==> config.mk <==
export PLATFORM = sky130hd
export DESIGN_NAME = seq_div_16
export DESIGN_NICKNAME = d
export VERILOG_FILES = /design/src/rtl/seq_div_16.sv
export SDC_FILE = /design/constraint.sdc
export NUM_CORES = 1
export LEC_CHECK = 0
export ABC_CLOCK_PERIOD_IN_PS = 4330
export BUFFER_PORTS_ARGS = -buffer_cell sky130_fd_sc_hd__buf_2
export CAP_MARGIN = 30
export CORE_ASPECT_RATIO = 1.2
export CORE_MARGIN = 5
export CORE_UTILIZATION = 55
export DETAILED_ROUTE_END_ITERATION = 8
export PLACE_DENSITY = 0.78
export SETUP_SLACK_MARGIN = 0.5
export SLEW_MARGIN = 20
export SYNTH_ARGS = -nofsm -noshare
export SYNTH_HDL_FRONTEND = slang
export SYNTH_SLANG_ARGS = --single-unit
==> constraint.sdc <==
create_clock -name clk -period 4.33 [get_ports clk]
set_input_delay 0.6495 -clock clk [delete_from_list [all_inputs] [get_ports clk]]
set_output_delay 0.6495 -clock clk [all_outputs]
set_load 0.02 [all_outputs]
==> src/rtl/seq_div_16.sv <==
// seq_div_16 -- sequential unsigned 32/16 divider (restoring algorithm).
//
// Operands are taken over an in_valid/in_ready handshake. One quotient bit
// is produced per CALC cycle, or two with SEQ_DIV16_RADIX4_EN defined. The
// result is returned over an out_valid/out_ready handshake.
//
// Build option:
//   SEQ_DIV16_RADIX4_EN  defined   : two quotient bits per cycle, 8 CALC cycles
//                        undefined : one quotient bit per cycle, 16 CALC cycles
//
// Parameters:
//   ERR_QUOT   quotient returned on divide-by-zero or quotient overflow
//
// Ports:
//   clk, rst               clock, asynchronous active-high reset
//   in_valid, in_ready     operand handshake (in_ready high only in IDLE)
//   dividend[31:0]         unsigned dividend
//   divisor[15:0]          unsigned divisor
//   out_valid, out_ready   result handshake (out_valid high only in DONE)
//   quotient[15:0]         unsigned quotient
//   remainder[15:0]        unsigned remainder
//   div_zero               divisor was zero
//   overflow               quotient does not fit in 16 bits (or div_zero)
//   busy                   iteration in progress (CALC)
module seq_div_16 #(
  parameter logic [15:0] ERR_QUOT = 16'hFFFF
) (
  input  logic        clk,
  input  logic        rst,
  input  logic        in_valid,
  output logic        in_ready,
  input  logic [31:0] dividend,
  input  logic [15:0] divisor,
  output logic        out_valid,
  input  logic        out_ready,
  output logic [15:0] quotient,
  output logic [15:0] remainder,
  output logic        div_zero,
  output logic        overflow,
  output logic        busy
);

`ifdef SEQ_DIV16_RADIX4_EN
  localparam logic [3:0] CNT_LOAD = 4'd7;
`else
  localparam logic [3:0] CNT_LOAD = 4'd15;
`endif

  typedef enum logic [1:0] {S_IDLE, S_CALC, S_DONE} state_t;

  state_t      state, state_nxt;
  logic [3:0]  cnt;
  logic        err_pend;   // operands rejected: report ERR_QUOT
  logic        dz_pend;    // rejected because divisor was zero

  // Working datapath: partial remainder, dividend/quotient shift register, divisor.
  logic [15:0] pr;
  logic [15:0] lo;
  logic [15:0] dvs;
  logic [15:0] pr_step;
  logic [15:0] lo_step;
  logic [16:0] s1;

  // One restoring step. The shifted value is 17 bits wide, but after a
  // successful subtract the difference is below the divisor, so the low
  // 16 bits of the modular difference are exact.
  // Returns {quotient_bit, new_partial_remainder}.
  function automatic logic [16:0] div_step(input logic [15:0] pr_in,
                                           input logic        bit_in,
                                           input logic [15:0] d);
    logic [16:0] sh;
    logic [15:0] diff;
    sh   = {pr_in, bit_in};
    diff = sh[15:0] - d;
    if (sh >= {1'b0, d}) return {1'b1, diff};
    else                 return {1'b0, sh[15:0]};
  endfunction

  // Dividend bits leave lo at the MSB while quotient bits enter at the LSB,
  // so lo holds the full quotient after the last step.
`ifdef SEQ_DIV16_RADIX4_EN
  logic [16:0] s2;
  always_comb begin
    s1      = div_step(pr, lo[15], dvs);
    s2      = div_step(s1[15:0], lo[14], dvs);
    pr_step = s2[15:0];
    lo_step = {lo[13:0], s1[16], s2[16]};
  end
`else
  always_comb begin
    s1      = div_step(pr, lo[15], dvs);
    pr_step = s1[15:0];
    lo_step = {lo[14:0], s1[16]};
  end
`endif

  // Next state and handshake outputs. Rejected operands still spend one
  // cycle in CALC (counter loaded with zero) so the error result appears
  // one edge after acceptance.
  always_comb begin
    state_nxt = state;
    in_ready  = 1'b0;
    out_valid = 1'b0;
    busy      = 1'b0;
    case (state)
      S_IDLE: begin
        in_ready = 1'b1;
        if (in_valid) state_nxt = S_CALC;
      end
      S_CALC: begin
        busy = 1'b1;
        if (cnt == 4'd0) state_nxt = S_DONE;
      end
      S_DONE: begin
        out_valid = 1'b1;
        if (out_ready) state_nxt = S_IDLE;
      end
      default: state_nxt = S_IDLE;
    endcase
  end

  // Control and result registers.
  always_ff @(posedge clk or posedge rst) begin
    if (rst) begin
      state     <= S_IDLE;
      cnt       <= 4'd0;
      err_pend  <= 1'b0;
      dz_pend   <= 1'b0;
      quotient  <= 16'd0;
      remainder <= 16'd0;
      div_zero  <= 1'b0;
      overflow  <= 1'b0;
    end else begin
      state <= state_nxt;
      if (state == S_IDLE && in_valid) begin
        // divisor==0 also satisfies the high-half comparison.
        err_pend <= (dividend[31:16] >= divisor);
        dz_pend  <= (divisor == 16'd0);
        cnt      <= (dividend[31:16] >= divisor) ? 4'd0 : CNT_LOAD;
      end else if (state == S_CALC) begin
        if (cnt == 4'd0) begin
          // lo still holds dividend[15:0] here on the error path.
          quotient  <= err_pend ? ERR_QUOT : lo_step;
          remainder <= err_pend ? lo       : pr_step;
          div_zero  <= dz_pend;
          overflow  <= err_pend;
        end else begin
          cnt <= cnt - 4'd1;
        end
      end
    end
  end

  // Datapath registers: no reset needed, always loaded before use.
  always_ff @(posedge clk) begin
    if (state == S_IDLE && in_valid) begin
      pr  <= dividend[31:16];
      lo  <= dividend[15:0];
      dvs <= divisor;
    end else if (state == S_CALC) begin
      pr <= pr_step;
      lo <= lo_step;
    end
  end

endmodule

==> flow_metrics.env <==
export IMPL_status="finished clean"
export IMPL_syn_cell_area_um2=5100
export IMPL_async_reset_ff_frac=0.467
export IMPL_p_clk_frac=0.126
export IMPL_power_frac_seq=0.350
export IMPL_met1Wirelength_um=5140
export IMPL_drc=0
export IMPL_p_int_w=0.00264
export IMPL_arrival_ps=3280
export IMPL_wl_met3_um=849
export IMPL_first_global_vias=4313
export IMPL_cts_hold_buf=0
export IMPL_num_io_pins=89
export IMPL_sw_frac_of_total=0.445
export IMPL_cts_tree="built"
export IMPL_switchingPower_w=0.00212
export IMPL_leakagePower_nw=2.85
export IMPL_final_nets=698
export IMPL_critical_path_class="flip-flop to flip-flop"
export IMPL_ir_worst_vdd_mv=0.644
export IMPL_required_ps=4560
export IMPL_cts_clk_slew_worst_paths_ps=100
export IMPL_synth_distinct_cells=56
export IMPL_placed_cells_incl_taps=721
export IMPL_ys_seq_area_frac=0.488
export IMPL_place_hpwl_um=9700
export IMPL_ys_flop_type="edfxtp_1"
export IMPL_drv_slew=0
export IMPL_port_buffers=88
export IMPL_core_rowCount=38
export IMPL_wl_um=13200
export IMPL_die_area_um2=11300
export IMPL_cts_sinks=90
export IMPL_finalSetupViolCount=0
export IMPL_ys_seq_elements=90
export IMPL_grt_max_degree=49
export IMPL_synthCells=529
export IMPL_share_comb_of_total_power=0.524
export IMPL_layout_commonest_cell="nand2_1"
export IMPL_cts_inserted_buffers=9
export IMPL_coreArea_um2=9080
export IMPL_ctsHtreeMaxLevel=3
export IMPL_min_period_ps=3050
export IMPL_drt_initial_drc_count=291
export IMPL_worst_pin_slew_ps=883
export IMPL_drive_gt1_frac=0.194
export IMPL_top_layer="met4"
export IMPL_clk_latency_ps=370
export IMPL_drv_cap=0
export IMPL_hold_viol=0
export IMPL_fmaxAchievable_mhz=327
export IMPL_grt_setup_unrepaired="false"
export IMPL_syn2layout_area_growth_pct=14.6
export IMPL_clockRootBuffer="clkbuf_8"
export IMPL_synth_warnings=0
export IMPL_relSlewSlack=0.409
export IMPL_fp_dieW_um=97.9
export IMPL_post_cts_resized=0
export IMPL_via_per_inst=5.87
export IMPL_overflow=0
export IMPL_critPathLaunchType="flip-flop"
export IMPL_synth_edff_count=48
export IMPL_cts_buffer_depth=2
export IMPL_power_density_nw_per_um2=813
export IMPL_clock_skew_ps=11.1
export IMPL_antenna_cells=0
export IMPL_crit_fanout=22
export IMPL_synth_nets=615
export IMPL_most_common_layout_cells="nand2_1 (96), buf_2 (88), edfxtp_1 (48), inv_1 (43)"
export IMPL_hp_class="input port to async pin"
export IMPL_stdcell_count=737
export IMPL_fp_dieH_um=116
export IMPL_firstDrtPassIters=7
export IMPL_min_period_over_period=0.705
export IMPL_hold_slack_ps=403
export IMPL_initial_utilization=0.562
export IMPL_routedWlPerCell_um=17.9
export IMPL_grt_use_total=0.238
export IMPL_ant_nets=0
export IMPL_antenna_found_initial=0
export IMPL_place_congestion=0.872
export IMPL_wl_met2_um=6960
export IMPL_cp_end_kind="flip-flop"
export IMPL_cts_setup_buffers=0
export IMPL_num_vias=4327
export IMPL_grt_pass1_wl_um=21200
export IMPL_setup_tns_ps=0
export IMPL_avgSynthCellArea_um2=9.65
-- cell families after synthesis --
kind of cell | share of synthesized area
multiplexers | 0.0297
AND/OR/NAND/NOR | 0.159
adder cells (fa/ha/maj) | 0.0848
flip-flops | 0.488
AO/OA/AOI/OAI | 0.166
XOR/XNOR | 0.0189
buffers and inverters | 0.0530
-- routing by layer --
metal | up-vias | GRT usage
li1 | 2037 | -
met1 | 2081 | 0.295
met2 | 188 | 0.426
met3 | 21 | 0.0367
met4 | 0 | 0.0794
met5 | - | 0
-- final cells by class --
cell class	instances	area [um2]
Sequential cell	90	2490
Fill cell	769	3230
Timing Repair Buffer	95	500
Multi-Input combinational cell	372	2340
Inverter	44	165
Tap cell	120	150
Clock buffer	10	128
Clock inverter	6	72.6
-- critical path: stages (launching register included) --
cell and delay, ps:
edfxtp_1 420, ha_1 490, and4_1 260, nand4_1 110, a211o_1 350, a41oi_4 700, mux2_2 430, a21oi_1 140
-- flip-flops by register name, indices dropped and copies added, names as in the netlist --
name       flops
err_pend       1
remainder     16
div_zero       1
state          2
cnt            4
dvs           16
pr            16
dz_pend        1
overflow       1
lo            16
quotient      16
-- metrics by stage --
stage	worst slack, ps	instance area (um2)	utilization	total power [W]
floorplan	1800	5100	-	0.00348
global placement	1420	5630	0.620	0.00403
detailed placement	1320	5650	0.622	0.00414
CTS	1310	5850	0.644	0.00474
global route	1080	5850	0.644	0.00508
finish	1280	5850	0.644	0.00476
-- synth_stat cells, types with 3 or more instances --
cell,instances,area [um2]
a211oi_1,3,22.5
a21o_1,7,52.6
a21oi_1,42,210
a31oi_1,9,56.3
and3_1,12,75.1
buf_2,3,15.0
clkbuf_1,17,63.8
dfrtp_1,42,1050
edfxtp_1,48,1440
ha_1,33,413
inv_1,43,161
mux2i_1,14,140
nand2_1,96,360
nand2b_1,8,50.1
nand3b_1,6,45.0
nand4_1,6,37.5
nor2_1,31,116
nor3_1,3,15.0
nor4_1,5,31.3
o21a_1,3,22.5
o21ai_0,33,165
o21ai_1,14,70.1
o22a_1,3,26.3
xnor2_1,5,43.8
xor2_1,6,52.6
-- power by group through the flow --
stage               Sequential (W)  Combinational [W]  Clock [W]
floorplan                  0.00176            0.00172          0
global placement           0.00167            0.00236          0
detailed placement         0.00168            0.00246          0
CTS                        0.00166            0.00248   0.000602
global route               0.00171            0.00273   0.000643
finish                     0.00167            0.00249   0.000598
-- path summary, 6_finish.rpt --
path,from,end,slack [ps],cells past startpoint
worst max register to register,pr[11]$_DFFE_PP_,pr[0]$_DFFE_PP_,1280,7
worst max-delay path,pr[11]$_DFFE_PP_,pr[0]$_DFFE_PP_,1280,7
worst min register to register,quotient[2]$_DFFE_PP0P_,quotient[2]$_DFFE_PP0P_,470,2
min in group clk,out_ready,state[1]$_DFFE_PP0P_,460,2
worst min-delay path,rst,quotient[4]$_DFFE_PP0P_,400,3
max in group asynchronous,rst,quotient[7]$_DFFE_PP0P_,3560,3
Note: power is estimated with default switching activity, not from simulation.
